### config.mk
export PLATFORM = sky130hd
export DESIGN_NAME = i2c_cfg_sequencer
export DESIGN_NICKNAME = d
export VERILOG_FILES = /design/src/rtl/i2c_cfg_sequencer.sv
export SDC_FILE = /design/constraint.sdc
export NUM_CORES = 1
export LEC_CHECK = 0
export CAP_MARGIN = 10
export CORE_MARGIN = 2
export CORE_UTILIZATION = 48
export CTS_BUF_LIST = sky130_fd_sc_hd__clkbuf_8
export CTS_CLUSTER_DIAMETER = 50
export DETAILED_ROUTE_END_ITERATION = 16
export GPL_TIMING_DRIVEN = 0
export PLACE_DENSITY = 0.78
export SYNTH_ARGS = -nofsm -noshare
export SYNTH_HDL_FRONTEND = slang
export SYNTH_SLANG_ARGS = --single-unit
### constraint.sdc
create_clock -name clk -period 2 [get_ports clk]
set_input_delay 0.3 -clock clk [delete_from_list [all_inputs] [get_ports clk]]
set_output_delay 0.3 -clock clk [all_outputs]
set_load 0.05 [all_outputs]
### src/rtl/i2c_cfg_sequencer.sv
// Walks the receiver init LUT and issues one I2C register write per entry.
// Define CFG_RETRY_EN to retry NACKed writes up to MAX_RETRY extra times.
module i2c_cfg_sequencer #(
  parameter logic [7:0]  DEV_ADDR     = 8'h98,
  parameter int          LUT_SIZE     = 42,
  parameter logic [19:0] PWRUP_CYCLES = 20'd1_000_000,
  parameter logic [15:0] GAP_CYCLES   = 16'd1000
`ifdef CFG_RETRY_EN
  ,
  parameter int          MAX_RETRY    = 3
`endif
) (
  input  logic        clk,
  input  logic        rst,
  input  logic        cfg_restart,
  output logic [7:0]  LUT_INDEX,
  input  logic [15:0] LUT_DATA,
  output logic        i2c_req,
  output logic [7:0]  i2c_dev_addr,
  output logic [7:0]  i2c_reg_addr,
  output logic [7:0]  i2c_wdata,
  input  logic        i2c_done,
  input  logic        i2c_nack,
  output logic        cfg_busy,
  output logic        cfg_done,
  output logic        cfg_error
);

  typedef enum logic [2:0] {
    PWRUP, FETCH, ISSUE, WAIT, GAP, DONE, ERROR
  } state_t;

  localparam logic [7:0]  LAST_IDX  = 8'(LUT_SIZE);
  localparam logic [19:0] PWRUP_END = PWRUP_CYCLES - 20'd1;
  localparam logic [19:0] GAP_END   = {4'd0, GAP_CYCLES};

  state_t      state_q, state_d;
  logic [19:0] cnt_q, cnt_d;
  logic [7:0]  idx_q, idx_d;
  logic [7:0]  reg_q, reg_d;
  logic [7:0]  wdata_q, wdata_d;
  logic        req_q, req_d;
  logic        busy_q, busy_d;
  logic        done_q, done_d;
  logic        err_q, err_d;
`ifdef CFG_RETRY_EN
  logic [7:0]  retry_q, retry_d;
  logic        pend_q, pend_d;
`endif

  always_comb begin
    state_d = state_q;
    cnt_d   = cnt_q;
    idx_d   = idx_q;
    reg_d   = reg_q;
    wdata_d = wdata_q;
    req_d   = req_q;
    busy_d  = 1'b1;
    done_d  = done_q;
    err_d   = err_q;
`ifdef CFG_RETRY_EN
    retry_d = retry_q;
    pend_d  = pend_q;
`endif
    unique case (state_q)
      PWRUP: begin
        if (cnt_q == PWRUP_END) begin
          cnt_d   = '0;
          state_d = FETCH;
        end else begin
          cnt_d = cnt_q + 20'd1;
        end
      end
      FETCH: begin
        if (LUT_DATA == 16'hFFFF || idx_q == LAST_IDX) begin
          state_d = DONE;
          done_d  = 1'b1;
          busy_d  = 1'b0;
        end else begin
          reg_d   = LUT_DATA[15:8];
          wdata_d = LUT_DATA[7:0];
          state_d = ISSUE;
`ifdef CFG_RETRY_EN
          retry_d = '0;
          pend_d  = 1'b0;
`endif
        end
      end
      ISSUE: begin
        req_d   = 1'b1;
        state_d = WAIT;
      end
      WAIT: begin
        if (i2c_done) begin
          req_d = 1'b0;
          cnt_d = '0;
          if (!i2c_nack) begin
            state_d = GAP;
`ifdef CFG_RETRY_EN
          end else if (retry_q < 8'(MAX_RETRY)) begin
            retry_d = retry_q + 8'd1;
            pend_d  = 1'b1;
            state_d = GAP;
`endif
          end else begin
            state_d = ERROR;
            err_d   = 1'b1;
            busy_d  = 1'b0;
          end
        end
      end
      GAP: begin
        if (cnt_q == GAP_END) begin
          cnt_d   = '0;
          state_d = FETCH;
`ifdef CFG_RETRY_EN
          if (pend_q) begin
            pend_d  = 1'b0;
            state_d = ISSUE;
          end else
`endif
          if (idx_q != LAST_IDX) idx_d = idx_q + 8'd1;
        end else begin
          cnt_d = cnt_q + 20'd1;
        end
      end
      DONE, ERROR: begin
        busy_d = 1'b0;
        if (cfg_restart) begin
          state_d = PWRUP;
          cnt_d   = '0;
          idx_d   = '0;
          done_d  = 1'b0;
          err_d   = 1'b0;
          busy_d  = 1'b1;
        end
      end
      default: state_d = PWRUP;
    endcase
  end

  always_ff @(posedge clk) begin
    if (rst) begin
      state_q <= PWRUP;
      cnt_q   <= '0;
      idx_q   <= '0;
      reg_q   <= '0;
      wdata_q <= '0;
      req_q   <= 1'b0;
      busy_q  <= 1'b0;
      done_q  <= 1'b0;
      err_q   <= 1'b0;
`ifdef CFG_RETRY_EN
      retry_q <= '0;
      pend_q  <= 1'b0;
`endif
    end else begin
      state_q <= state_d;
      cnt_q   <= cnt_d;
      idx_q   <= idx_d;
      reg_q   <= reg_d;
      wdata_q <= wdata_d;
      req_q   <= req_d;
      busy_q  <= busy_d;
      done_q  <= done_d;
      err_q   <= err_d;
`ifdef CFG_RETRY_EN
      retry_q <= retry_d;
      pend_q  <= pend_d;
`endif
    end
  end

  assign LUT_INDEX    = idx_q;
  assign i2c_req      = req_q;
  assign i2c_dev_addr = DEV_ADDR;
  assign i2c_reg_addr = reg_q;
  assign i2c_wdata    = wdata_q;
  assign cfg_busy     = busy_q;
  assign cfg_done     = done_q;
  assign cfg_error    = err_q;

endmodule

After elaboration in Yosys (flattened, before gate mapping)
Cells that the tools add are included.
- logic and storage cells: 74
- bits of input ports: 21
- bits in registers: 51
- output and inout port bits: 36
- reductions and logical operators: 15
- add/subtract/negate cells: 2
- bitwise gates (word level): 1
- equality and inequality tests: 18
- mux-type cells: 29
- operators by type and width (operator ; number):
    20-bit two-way mux ; 4
    20-bit one-hot mux with 4 select lines ; 1
    8-bit two-way mux ; 3
    20-bit by 1-bit adder with 20-bit output, second input constant ; 1
    20-bit by 10-bit equality test with 1-bit output, second input constant ; 1
    20-bit equality test, second input constant ; 1
    3-bit one-hot mux with 6 select lines ; 1
    16-bit equality test, second input constant ; 1
    8-bit one-hot mux with 2 select lines ; 1
    3-bit two-way mux ; 5
    2-bit != test, second input constant ; 7
    4-bit AND reduction ; 3
    3-bit equality test, second input constant ; 3
    1-bit two-way mux ; 9
    8-bit by 1-bit adder with 8-bit output, second input constant ; 1
    8-bit by 6-bit equality test with 1-bit output, second input constant ; 1
    8-bit by 6-bit != test with 1-bit output, second input constant ; 1
    2-bit nonzero test ; 4
    3-bit by 2-bit equality test with 1-bit output, second input constant ; 2
    1-bit one-hot mux with 2 select lines ; 3
    3-bit AND reduction ; 2
    2-bit AND reduction ; 2
    4-bit nonzero test ; 1
    3-bit by 1-bit equality test with 1-bit output, second input constant ; 1
    other kinds (6) ; 6

Depth between registers and ports, before layout
Gate-level depths: netlist of run 1.
- depth after elaboration: 4
- mapped depth: 8
- mapped depth without buffers: 7

Least setup slack after synthesis of run 1
No wires, ideal clock.
- path kind: register -> register
- from: register idx_q[1], in the netlist LUT_INDEX[1]
- to: register state_q[1]
- period minus slack after synthesis: 2.154 ns
- data arrival time: 2.029 ns
- stages on the path, launching flop included: 8
- slack: -0.154 ns
- data required time: 1.875 ns
- path buffers: 1
- setup time: 0.125 ns
- cell sequence: dfxtp_1 ha_1 nand4bb_1 nor4b_2 nor4_1 buf_2 nor4_1 nor3_1
- word-level cells in the longest chain between the ends: 4
- RTL lines (what ; RTL line ; RTL):
    start, declared ; 39 ; logic [7:0] idx_q, idx_d;
    start signal, assigned ; 160 ; idx_q <= idx_d;
    8-bit by 6-bit equality test with 1-bit output ; 75 ; if (LUT_DATA == 16'hFFFF || idx_q == LAST_IDX) begin
    1-bit logical OR ; 75 ;
    3-bit two-way mux ; 75 ;
    3-bit one-hot mux with 6 select lines ; 65 ; unique case (state_q)
    end signal, assigned ; 158 ; state_q <= state_d;
    end, declared ; 37 ; state_t state_q, state_d;
No other way between the ends.
A chain may end at the register's enable or synchronous reset.

Final worst setup path of run 1
- from: register cnt_q[0]
- to: register idx_q[5], in the netlist LUT_INDEX[5]
- word-level cells in the longest chain between the ends: 3
- RTL lines (what ; RTL line ; RTL):
    start, declared ; 38 ; logic [19:0] cnt_q, cnt_d;
    start signal, assigned ; 159 ; cnt_q <= cnt_d;
    20-bit by 10-bit equality test with 1-bit output ; 113 ; if (cnt_q == GAP_END) begin
    2-bit != test (no source line) ; -- ;
    4-bit AND reduction (no source line) ; -- ;
No other way between the ends.

==> results_dict.tcl, run 1 <==
set metrics [dict create \
    outcome "finished, final reports clean" \
    netlist.area_leader.share_pct 38.0 \
    floorplan.initialDensity_pct 49.4 \
    synth_top_cells_by_area "sky130_fd_sc_hd__dfxtp_1, sky130_fd_sc_hd__nor2_1, sky130_fd_sc_hd__mux2i_1" \
    top_level_ports 57 \
    path_buf_inv 1 \
    maximum_clock_rate_ghz 0.510 \
    place.gp.congestion 0.893 \
    setup_skew_ns 0.0135 \
    synth-edff-count 0 \
    totalPowerFinal_w 0.00188 \
    synth.yosys.seq_area_share_pct 38.0 \
    p_leak_nw 1.20 \
    pwr_density_cell_nw_per_um2 534 \
    synth_top_flop_cell "sky130_fd_sc_hd__dfxtp_1" \
    wl_um 6440 \
    grt_max_degree 16 \
    critical_path_depth 7 \
    synth.ff_latch_count 51 \
    ff2ff_path_depth 7 \
    max-slew-margin-rel_pct 65.1 \
    arrival_ns 2.19 \
    nNetsFinal 400 \
    grt_first_pass_wirelength_um 10200 \
    vias_per_cell 5.58 \
    finalSetupViolCount 0 \
    port-buffer-count 46 \
    yosysMostFrequentCell "sky130_fd_sc_hd__dfxtp_1" \
    htree_levels 2 \
    final_layout_size_suffix_gt1_share_pct 16.8 \
    first_global_vias 2289 \
    synth_area_um2 2690 \
    post-route-drc-count 0 \
    globalRouteTotalUtil_pct 20.4 \
    dr.first_iter.drc_count 156 \
    fp.dieArea_um2 6210 \
    timing.critical_path.to_type "register" \
    clk_root_buf "sky130_fd_sc_hd__clkbuf_8" \
    layout.cells.non_filler 447 \
    family_with_the_most_delay_on_the_worst_path "simple AND/OR/NAND/NOR gates" \
    postLayoutCoreUtil_pct 64.7 \
    final-hold-violation-count 0 \
    clock_latency_ns 0.31 \
    setup_slack_ns 0.0393 \
    vdd_ir_drop_max_mv 0.279 \
    antenna_diode_count 0 \
    netlist-cell-type-count 56 \
    tritoncts "yes" \
    worstPathCellList "inv_1 -> ha_1 -> and4b_1 -> nand4_1 -> o21a_4 -> or4_1 -> a21oi_1" \
    dp.cells 434 \
    synth.cells.most_frequent "sky130_fd_sc_hd__dfxtp_1, sky130_fd_sc_hd__nor2_1, sky130_fd_sc_hd__mux2i_1" \
    max_cap_violations 0 \
    drt_pass1_iterations 4 \
    post-dp-hpwl_um 4480 \
    area_delta_synth_final_pct 31.1 \
    fin_crit_ns 1.96 \
    cts_inserted_buffers 5 \
    yosysWarnings 0 \
    clock_path_buffers 2 \
    synth_async_sr_flop_share_pct 0 \
    path_class "register to register" \
    die_y_um 78.8 \
    timing.critical_path.from_type "register" \
    number_of_vias_after_detailed_routing 2493 \
    clock_sink_count 51 \
    timing.final.crit_share_pct 98.0 \
    final_max_slew_viol_count 0 \
    std_cell_rows 27 \
    worst_ep_required_time_ns 2.23 \
    dpl_worst_slack_ns -0.276 \
    crit_path_max_incr_delay_ns 0.52 \
    place_area_um2 3260 \
    core_area_um2 5440 \
    crit_path_max_fanout 9 \
    antenna_found_initial 0 \
    min-delay-path-class "primary input to register" \
    drt.antenna.violating_nets 0 \
    chipWidth_um 78.8 \
    clk_transition_reported_paths_ns 0.10 \
    number_of_hold_repair_buffers_added_at_the_cts_stage 0 \
    synth_area_per_cell_um2 8.66 \
    tightestPinTransition_ns 0.521 \
    critical_path.slowest_cell "sky130_fd_sc_hd__or4_1" \
    globalRouteOverflowTotal 0 \
    routedWlPerCell_um 14.4 \
    layout.cell_area.non_filler_um2 3520 \
    hold_depth 2 \
    grt_setup_unrepaired "yes" \
    cell_taking_the_most_area_after_synthesis "sky130_fd_sc_hd__dfxtp_1" \
    synth_cells 310 \
]
-- layer usage --
metal,vias to the layer above,share of wire [%],global-route usage [%]
li1,1228,-,-
met1,1187,44,25.9
met2,73,49,33.5
met3,5,6.5,6.14
met4,0,0.36,5.79
met5,-,0,0
-- final timing paths --
kind | start | endpoint | slack, ns
worst max-delay path | cnt_q[0]$_SDFFE_PP0P_ | LUT_INDEX[5]$_SDFFE_PP0P_ | 0.04
worst min-delay path | rst | LUT_INDEX[0]$_SDFFE_PP0P_ | 0.35
worst max register to register | cnt_q[0]$_SDFFE_PP0P_ | LUT_INDEX[5]$_SDFFE_PP0P_ | 0.04
worst min register to register | cfg_error$_SDFFE_PP0P_ | cfg_error$_SDFFE_PP0P_ | 0.49
-- what timing repair did --
action,in CTS,in global routing
pin swaps,0,2
gates resized for setup,3,25
buffers inserted,0,7
setup endpoints to repair,22,46
-- area by class of cell --
class | instances | area (µm²)
inverters | 8 | 32.5
clock inverters | 2 | 37.5
multi-input cells | 229 | 1580
clock buffers | 5 | 68.8
flip-flops and latches | 51 | 1030
repair buffers | 53 | 517
well taps | 72 | 90.1
fillers | 452 | 1920
plain buffers | 27 | 166
-- cells by family (layout without fill, tap and decap cells) --
| group | after synthesis | after routing | synth area share, % |
|---|---|---|---|
| simple gates | 134 | 134 | 28.5 |
| other cells | 2 | 8 | 0.280 |
| mux | 16 | 16 | 5.96 |
| buf+inv | 36 | 95 | 7.18 |
| xor+xnor | 20 | 20 | 6.52 |
| fa+ha+maj | 4 | 4 | 1.86 |
| compound gates | 47 | 47 | 11.7 |
| flops | 51 | 51 | 38.0 |
-- worst reg2reg max path, stage by stage (launching register included) --
cell,delay (ns)
sky130_fd_sc_hd__dfxtp_1,0.33
sky130_fd_sc_hd__inv_1,0.09
sky130_fd_sc_hd__ha_1,0.16
sky130_fd_sc_hd__and4b_1,0.19
sky130_fd_sc_hd__nand4_1,0.15
sky130_fd_sc_hd__o21a_4,0.28
sky130_fd_sc_hd__or4_1,0.52
sky130_fd_sc_hd__a21oi_1,0.16
-- layout by cell type (no fill, tap or decap), types with 4 or more instances in the layout --
master                            synthesis  layout
sky130_fd_sc_hd__a21oi_1                 15      14
sky130_fd_sc_hd__buf_2                    8       6
sky130_fd_sc_hd__buf_4                   10      17
sky130_fd_sc_hd__clkbuf_2                 0       4
sky130_fd_sc_hd__clkbuf_8                 0       5
sky130_fd_sc_hd__clkdlybuf4s50_1          0      46
sky130_fd_sc_hd__conb_1                   2       8
sky130_fd_sc_hd__dfxtp_1                 51      49
sky130_fd_sc_hd__inv_1                    7       6
sky130_fd_sc_hd__mux2i_1                 16      16
sky130_fd_sc_hd__nand2_1                 14      14
sky130_fd_sc_hd__nand3_1                 10      10
sky130_fd_sc_hd__nand4_1                 15      15
sky130_fd_sc_hd__nor2_1                  46      46
sky130_fd_sc_hd__nor3_1                   6       6
sky130_fd_sc_hd__nor4_2                   3       7
sky130_fd_sc_hd__o21ai_0                  8       7
sky130_fd_sc_hd__o31ai_1                  6       6
sky130_fd_sc_hd__or4_1                    5       5
sky130_fd_sc_hd__xnor2_1                  9       9
sky130_fd_sc_hd__xor2_1                  11      11
-- state kept, by name, indices dropped and copies added (netlist names) --
name	count
cfg_done	1
i2c_wdata	8
cfg_busy	1
i2c_reg_addr	8
cfg_error	1
cnt_q	20
i2c_req	1
state_q	3
LUT_INDEX	8
-- through the flow --
stage	TNS, ns	hold slack, ns
finish	0	0.348
global route	-0.383	0.376
CTS	0	0.353
detailed placement	-4.71	0.466
global placement	-4.22	0.458
floorplan	0	0.447
-- report_power, final --
group | leakage (nW) | switching [W] | total [W] | internal [W]
Combinational | 0.733 | 0.0000866 | 0.000146 | 0.0000595
Clock | 0.0502 | 0.000343 | 0.000709 | 0.000366
Sequential | 0.413 | 0.00000696 | 0.00103 | 0.00102
Total | 1.20 | 0.000436 | 0.00188 | 0.00144
Power figures use the tool's default switching activity.
==> run 2: changes to the inputs <==
GPL_ROUTABILITY_DRIVEN = 0   (was unset)
REMOVE_ABC_BUFFERS = 1   (was unset)
==> run 2 against run 1 <==
Against the previous run: first-iteration DRC count is 1.3% lower; hold slack improved by 0.14 ns; die area did not move; clock power grew 5.6%; register-to-register slack improved by 0.03 ns; global-route usage is 1.1 points lower; sequential share of layout area is 0.89 points higher; critical path type is now register to primary output; critical endpoint is now LUT_INDEX[4].
==> results_dict.tcl, run 2 (synthesized netlist as in run 1, its figures left out) <==
set metrics [dict create \
    min-delay-path-class "register to register" \
    antenna_diode_count 0 \
    nNetsFinal 381 \
    largest-register "cnt_q" \
    dr.first_iter.drc_count 154 \
    die_y_um 78.8 \
    core_area_um2 5440 \
    worst_hold_startpoint "cnt_q[1]$_SDFFE_PP0P_" \
    family_with_the_most_delay_on_the_worst_path "buffers and inverters" \
    htree_levels 2 \
    post-dp-hpwl_um 4040 \
    globalRouteOverflowTotal 0 \
    ff2ff_path_depth 8 \
    path_buf_inv 1 \
    worst_ep_required_time_ns 1.70 \
    timing.critical_path.from_type "register" \
    floorplan.initialDensity_pct 49.4 \
    number_of_hold_repair_buffers_added_at_the_cts_stage 0 \
    final_max_slew_viol_count 0 \
    area_delta_synth_final_pct 28.4 \
    outcome "finished, final reports clean" \
    post-route-drc-count 0 \
    tightestPinTransition_ns 0.901 \
    vias_per_cell 5.66 \
    chipWidth_um 78.8 \
    pwr_density_cell_nw_per_um2 552 \
    fin_crit_ns 1.97 \
    clock_path_buffers 2 \
    port-buffer-count 48 \
    hold_depth 2 \
    routedWlPerCell_um 14.1 \
    final_common_cell "sky130_fd_sc_hd__clkdlybuf4s50_1" \
    max-slew-margin-rel_pct 39.8 \
    clk_root_buf "sky130_fd_sc_hd__clkbuf_8" \
    crit_path_max_fanout 6 \
    clock_latency_ns 0.32 \
    worstHoldEndpoint "cnt_q[1]$_SDFFE_PP0P_" \
    flip_flop_count_of_the_largest_register_after_layout 20 \
    crit_path_max_incr_delay_ns 0.86 \
    grt_first_pass_wirelength_um 9680 \
    fp.dieArea_um2 6210 \
    critical_path.slowest_cell "sky130_fd_sc_hd__clkdlybuf4s50_1" \
    clock_sink_count 51 \
    first_global_vias 2101 \
    drt.antenna.violating_nets 0 \
    setup_skew_ns 0.00736 \
    wl_um 6060 \
    reg2reg_from "LUT_INDEX[0]$_SDFFE_PP0P_" \
    globalRouteTotalUtil_pct 19.2 \
    timing.critical_path.to_type "primary output" \
    number_of_vias_after_detailed_routing 2428 \
    antenna_found_initial 0 \
    arrival_ns 1.67 \
    totalPowerFinal_w 0.00190 \
    path_class "register to primary output" \
    clk_transition_reported_paths_ns 0.10 \
    p_leak_nw 1.14 \
    r2r_end "LUT_INDEX[4]$_SDFFE_PP0P_" \
    maximum_clock_rate_ghz 0.509 \
    grt_max_degree 26 \
    tritoncts "yes" \
    timing.final.crit_share_pct 98.3 \
    worstPathCellList "clkdlybuf4s50_1" \
    vdd_ir_drop_max_mv 0.570 \
    std_cell_rows 27 \
    finalSetupViolCount 0 \
    drt_pass1_iterations 5 \
    max_cap_violations 0 \
    final_layout_size_suffix_gt1_share_pct 14.0 \
    cts_inserted_buffers 5 \
    worst-r2r-setup-slack_ns 0.07 \
    finalHoldWorstSlack_ns 0.493 \
    final-hold-violation-count 0 \
    final_cell_mix "sky130_fd_sc_hd__clkdlybuf4s50_1, sky130_fd_sc_hd__nor2_1, sky130_fd_sc_hd__dfxtp_1" \
    top_level_ports 57 \
]
run 2: worst max-delay path by stage:
stage / slack [ns] / cells after the start / to / startpoint
floorplan: -2.26 / 7 / i2c_reg_addr[0]$_SDFFE_PP0P_ / LUT_INDEX[0]$_SDFFE_PP0P_
global placement: -2.85 / 7 / cfg_done$_SDFFE_PP0P_ / LUT_INDEX[0]$_SDFFE_PP0P_
detailed placement: -0.97 / 6 / cnt_q[12]$_SDFFE_PP0P_ / cfg_restart
CTS: 0.02 / 8 / LUT_INDEX[3]$_SDFFE_PP0P_ / LUT_INDEX[0]$_SDFFE_PP0P_
global route: -0.008 / 8 / state_q[0]$_SDFFE_PP0P_ / cnt_q[0]$_SDFFE_PP0P_
finish: 0.03 / 1 / LUT_INDEX[4] / LUT_INDEX[4]$_SDFFE_PP0P_
run 2: where the power goes:
part           switching [W]  internal [W]  leakage (nW)
Clock               0.000370      0.000380        0.0587
Sequential        0.00000702       0.00102         0.416
Combinational      0.0000814     0.0000494         0.665
Total               0.000458       0.00144          1.14
run 2: layout make-up:
| type | count | area [µm²] |
|---|---|---|
| fill | 446 | 1990 |
| multi-input combinational | 230 | 1590 |
| sequential | 51 | 1040 |
| timing repair buffer | 60 | 577 |
| tap | 72 | 90.1 |
| clock buffer | 5 | 68.8 |
| clock inverter | 3 | 47.5 |
| inverter | 8 | 32.5 |
run 2: per-stage QoR:
stage | setup slack (ns) | std cells | setup TNS (ns) | utilization (%) | area, µm²
floorplan | -2.26 | 288 | -43.53 | - | 2550
global placement | -2.85 | 408 | -68.16 | 57.3 | 3120
detailed placement | -0.970 | 410 | -22.43 | 57.8 | 3140
CTS | 0.0157 | 422 | 0 | 61.4 | 3340
global route | -0.00838 | 429 | -0.0120 | 63.4 | 3450
finish | 0.0337 | 429 | 0 | 63.4 | 3450
run 2: layer usage:
layer / vias to the layer above / wire (µm) / share of wire (%) / GRT usage (%)
met4: 0 / 80 / 1.3 / 5.79
met2: 75 / 3050 / 50 / 32.0
met3: 6 / 272 / 4.5 / 4.55
met5: - / 0 / 0 / 0
met1: 1146 / 2670 / 44 / 24.8
li1: 1201 / - / - / -
run 2: repair_timing:
item	in CTS	in global routing
gates resized for setup	11	15
gates cloned	0	1
pin swaps	3	4
buffers inserted	4	6
setup endpoints to repair	49	36
==> run 3: changes to the inputs <==
CORE_ASPECT_RATIO = 0.6   (was unset)
==> run 3 against run 2 <==
Against the previous run: worst setup slack got worse by 0.0042 ns; die area rose by 0.32%; global-route usage rose by 1.5 points; combinational power barely moved; sequential share of layout area fell by 0.21 points; maximum frequency fell by 0.21%; sequential cell count did not move; wire length rose by 6.6%; utilization fell by 0.083 points; critical endpoint is now LUT_INDEX[3]$_SDFFE_PP0P_; largest cell class unchanged.
==> results_dict.tcl, run 3 (synthesized netlist as in run 1, its figures left out) <==
set metrics [dict create \
    final_cell_mix "sky130_fd_sc_hd__clkdlybuf4s50_1, sky130_fd_sc_hd__nor2_1, sky130_fd_sc_hd__dfxtp_1" \
    clock_path_buffers 2 \
    route.top_layer_used "met4" \
    vdd_ir_drop_max_mv 0.437 \
    clk_transition_reported_paths_ns 0.10 \
    std_cell_rows 21 \
    worst_ep_required_time_ns 2.23 \
    first_global_vias 2145 \
    crit_path_end "LUT_INDEX[3]$_SDFFE_PP0P_" \
    ff2ff_path_depth 8 \
    globalRouteOverflowTotal 0 \
    timing.critical_path.from_type "register" \
    antenna_diode_count 0 \
    pwr_density_cell_nw_per_um2 578 \
    grt_first_pass_wirelength_um 10300 \
    comb_power_share_pct 6.7 \
    max-slew-margin-rel_pct 36.4 \
    critical_path_depth 8 \
    timing.final.crit_share_pct 98.5 \
    nNetsFinal 381 \
    postLayoutCoreUtil_pct 63.3 \
    core_area_um2 5490 \
    number_of_vias_after_detailed_routing 2415 \
    post-dp-hpwl_um 4390 \
    tightestPinTransition_ns 0.951 \
    vias_per_cell 5.67 \
    crit_start "LUT_INDEX[0]$_SDFFE_PP0P_" \
    globalRouteTotalUtil_pct 20.7 \
    max_cap_violations 0 \
    power.sequential.fraction_pct 50.9 \
    worst-r2r-setup-slack_ns 0.03 \
    setup_slack_ns 0.0295 \
    critical_path.slowest_cell "sky130_fd_sc_hd__or4_1" \
    net-switching-power_w 0.000446 \
    timing.critical_path.to_type "register" \
    arrival_ns 2.20 \
    routedWlPerCell_um 15.2 \
    final_layout_size_suffix_gt1_share_pct 13.4 \
    setup_tns_ns 0 \
    post-route-drc-count 0 \
    drt_pass1_iterations 5 \
    grt_setup_unrepaired "yes" \
    die_y_um 61.9 \
    final_max_slew_viol_count 0 \
    path_class "register to register" \
    crit_path_max_incr_delay_ns 0.48 \
    reg2reg_from "LUT_INDEX[0]$_SDFFE_PP0P_" \
    final-hold-violation-count 0 \
    dpl_worst_slack_ns -1.06 \
    number_of_hold_repair_buffers_added_at_the_cts_stage 0 \
    area_delta_synth_final_pct 29.5 \
    p_int_w 0.00156 \
    tritoncts "yes" \
    grt_max_degree 26 \
    worstPathCellList "inv_1 -> ha_1 -> nand4bb_1 -> nor4b_4 -> buf_4 -> o21a_2 -> or4_1 -> a21oi_1" \
    top_level_ports 57 \
    floorplan.initialDensity_pct 48.9 \
    largest-register "cnt_q" \
    p_leak_nw 1.15 \
    fp.dieArea_um2 6230 \
    path_buf_inv 2 \
    clock_latency_ns 0.30 \
    drt.antenna.violating_nets 0 \
    htree_levels 2 \
    fin_crit_ns 1.97 \
    crit_path_max_fanout 8 \
    chipWidth_um 101 \
    wl_um 6460 \
    outcome "finished, final reports clean" \
    switching_share_pct 22.2 \
    final_common_cell "sky130_fd_sc_hd__clkdlybuf4s50_1" \
    dr.first_iter.drc_count 163 \
    setup_skew_ns 0.0103 \
    flip_flop_count_of_the_largest_register_after_layout 20 \
    clk_root_buf "sky130_fd_sc_hd__clkbuf_8" \
    met1Wirelength_um 3280 \
    detailroute.wirelength.met2_um 2700 \
    finalHoldWorstSlack_ns 0.492 \
    clk_network_pwr_share_pct 42.4 \
    finalSetupViolCount 0 \
    cts_inserted_buffers 5 \
    family_with_the_most_delay_on_the_worst_path "simple AND/OR/NAND/NOR gates" \
    port-buffer-count 48 \
    r2r_end "LUT_INDEX[3]$_SDFFE_PP0P_" \
    clock_sink_count 51 \
    antenna_found_initial 0 \
    min-delay-path-class "register to register" \
    maximum_clock_rate_ghz 0.507 \
    detailroute.wirelength.met3_um 468 \
]
run 3: cell types whose count changed in the layout (fill, tap and decap cells not counted), sizes merged:
cell / change
clkinvlp: +1
clkinv: -1
dlygate4sd2: +1
dlymetal6s2s: -1
buf: +1
inv: -1
o21a: -1
bufinv: +1
run 3: through the flow:
stage                     area [µm²]  instances  power [W]
final                           3480        426    0.00201
after global routing            3480        426    0.00207
after CTS                       3360        419    0.00202
after detailed placement        3140        408    0.00118
after global placement          3110        405    0.00118
after floorplan                 2550        288    0.00111
run 3: cell type report:
class / count / area, µm²
fill: 450 / 2010
sequential: 51 / 1040
multi-input combinational: 229 / 1580
timing repair buffer: 61 / 601
clock inverter: 3 / 67.6
tap: 69 / 86.3
clock buffer: 5 / 68.8
inverter: 8 / 32.5
run 3: per-layer routing:
metal / global-route usage (%) / up-vias
met5: 0 / -
met4: 1.96 / 0
met3: 6.82 / 5
met2: 31.0 / 81
met1: 30.2 / 1137
li1: - / 1192
run 3: worst min path at each step:
stage / start / depth (start not counted) / slack, ns / endpoint
after floorplan: rst / 1 / 0.37 / LUT_INDEX[0]$_SDFFE_PP0P_
after CTS: cnt_q[1]$_SDFFE_PP0P_ / 2 / 0.49 / cnt_q[1]$_SDFFE_PP0P_
after detailed placement: cnt_q[1]$_SDFFE_PP0P_ / 2 / 0.48 / cnt_q[1]$_SDFFE_PP0P_
final: cnt_q[1]$_SDFFE_PP0P_ / 2 / 0.49 / cnt_q[1]$_SDFFE_PP0P_
after global placement: cnt_q[1]$_SDFFE_PP0P_ / 2 / 0.47 / cnt_q[1]$_SDFFE_PP0P_
after global routing: cfg_error$_SDFFE_PP0P_ / 2 / 0.52 / cfg_error$_SDFFE_PP0P_
run 3: timing repair:
action,4_1_cts,5_1_grt
pin swaps,2,3
buffers inserted,3,7
resized for setup,14,14
endpoints found under the hold margin,0,0
setup endpoints to repair,40,34
run 3: power groups by stage:
stage	clock, W	combinational [W]	sequential [W]
finish	0.000853	0.000134	0.00102
global placement	0	0.000130	0.00105
global route	0.000906	0.000144	0.00103
detailed placement	0	0.000131	0.00105
CTS	0.000862	0.000132	0.00103
floorplan	0	0.0000608	0.00105
run 3: worst reg2reg max path, delay by kind of cell, from the launching register on:
family                   cells  cell delay (ns)
AO/OA/AOI/OAI                2             0.39
buffers and inverters        2             0.22
flip-flops                   1             0.39
AND/OR/NAND/NOR              3             0.71
adder cells (fa/ha/maj)      1             0.19
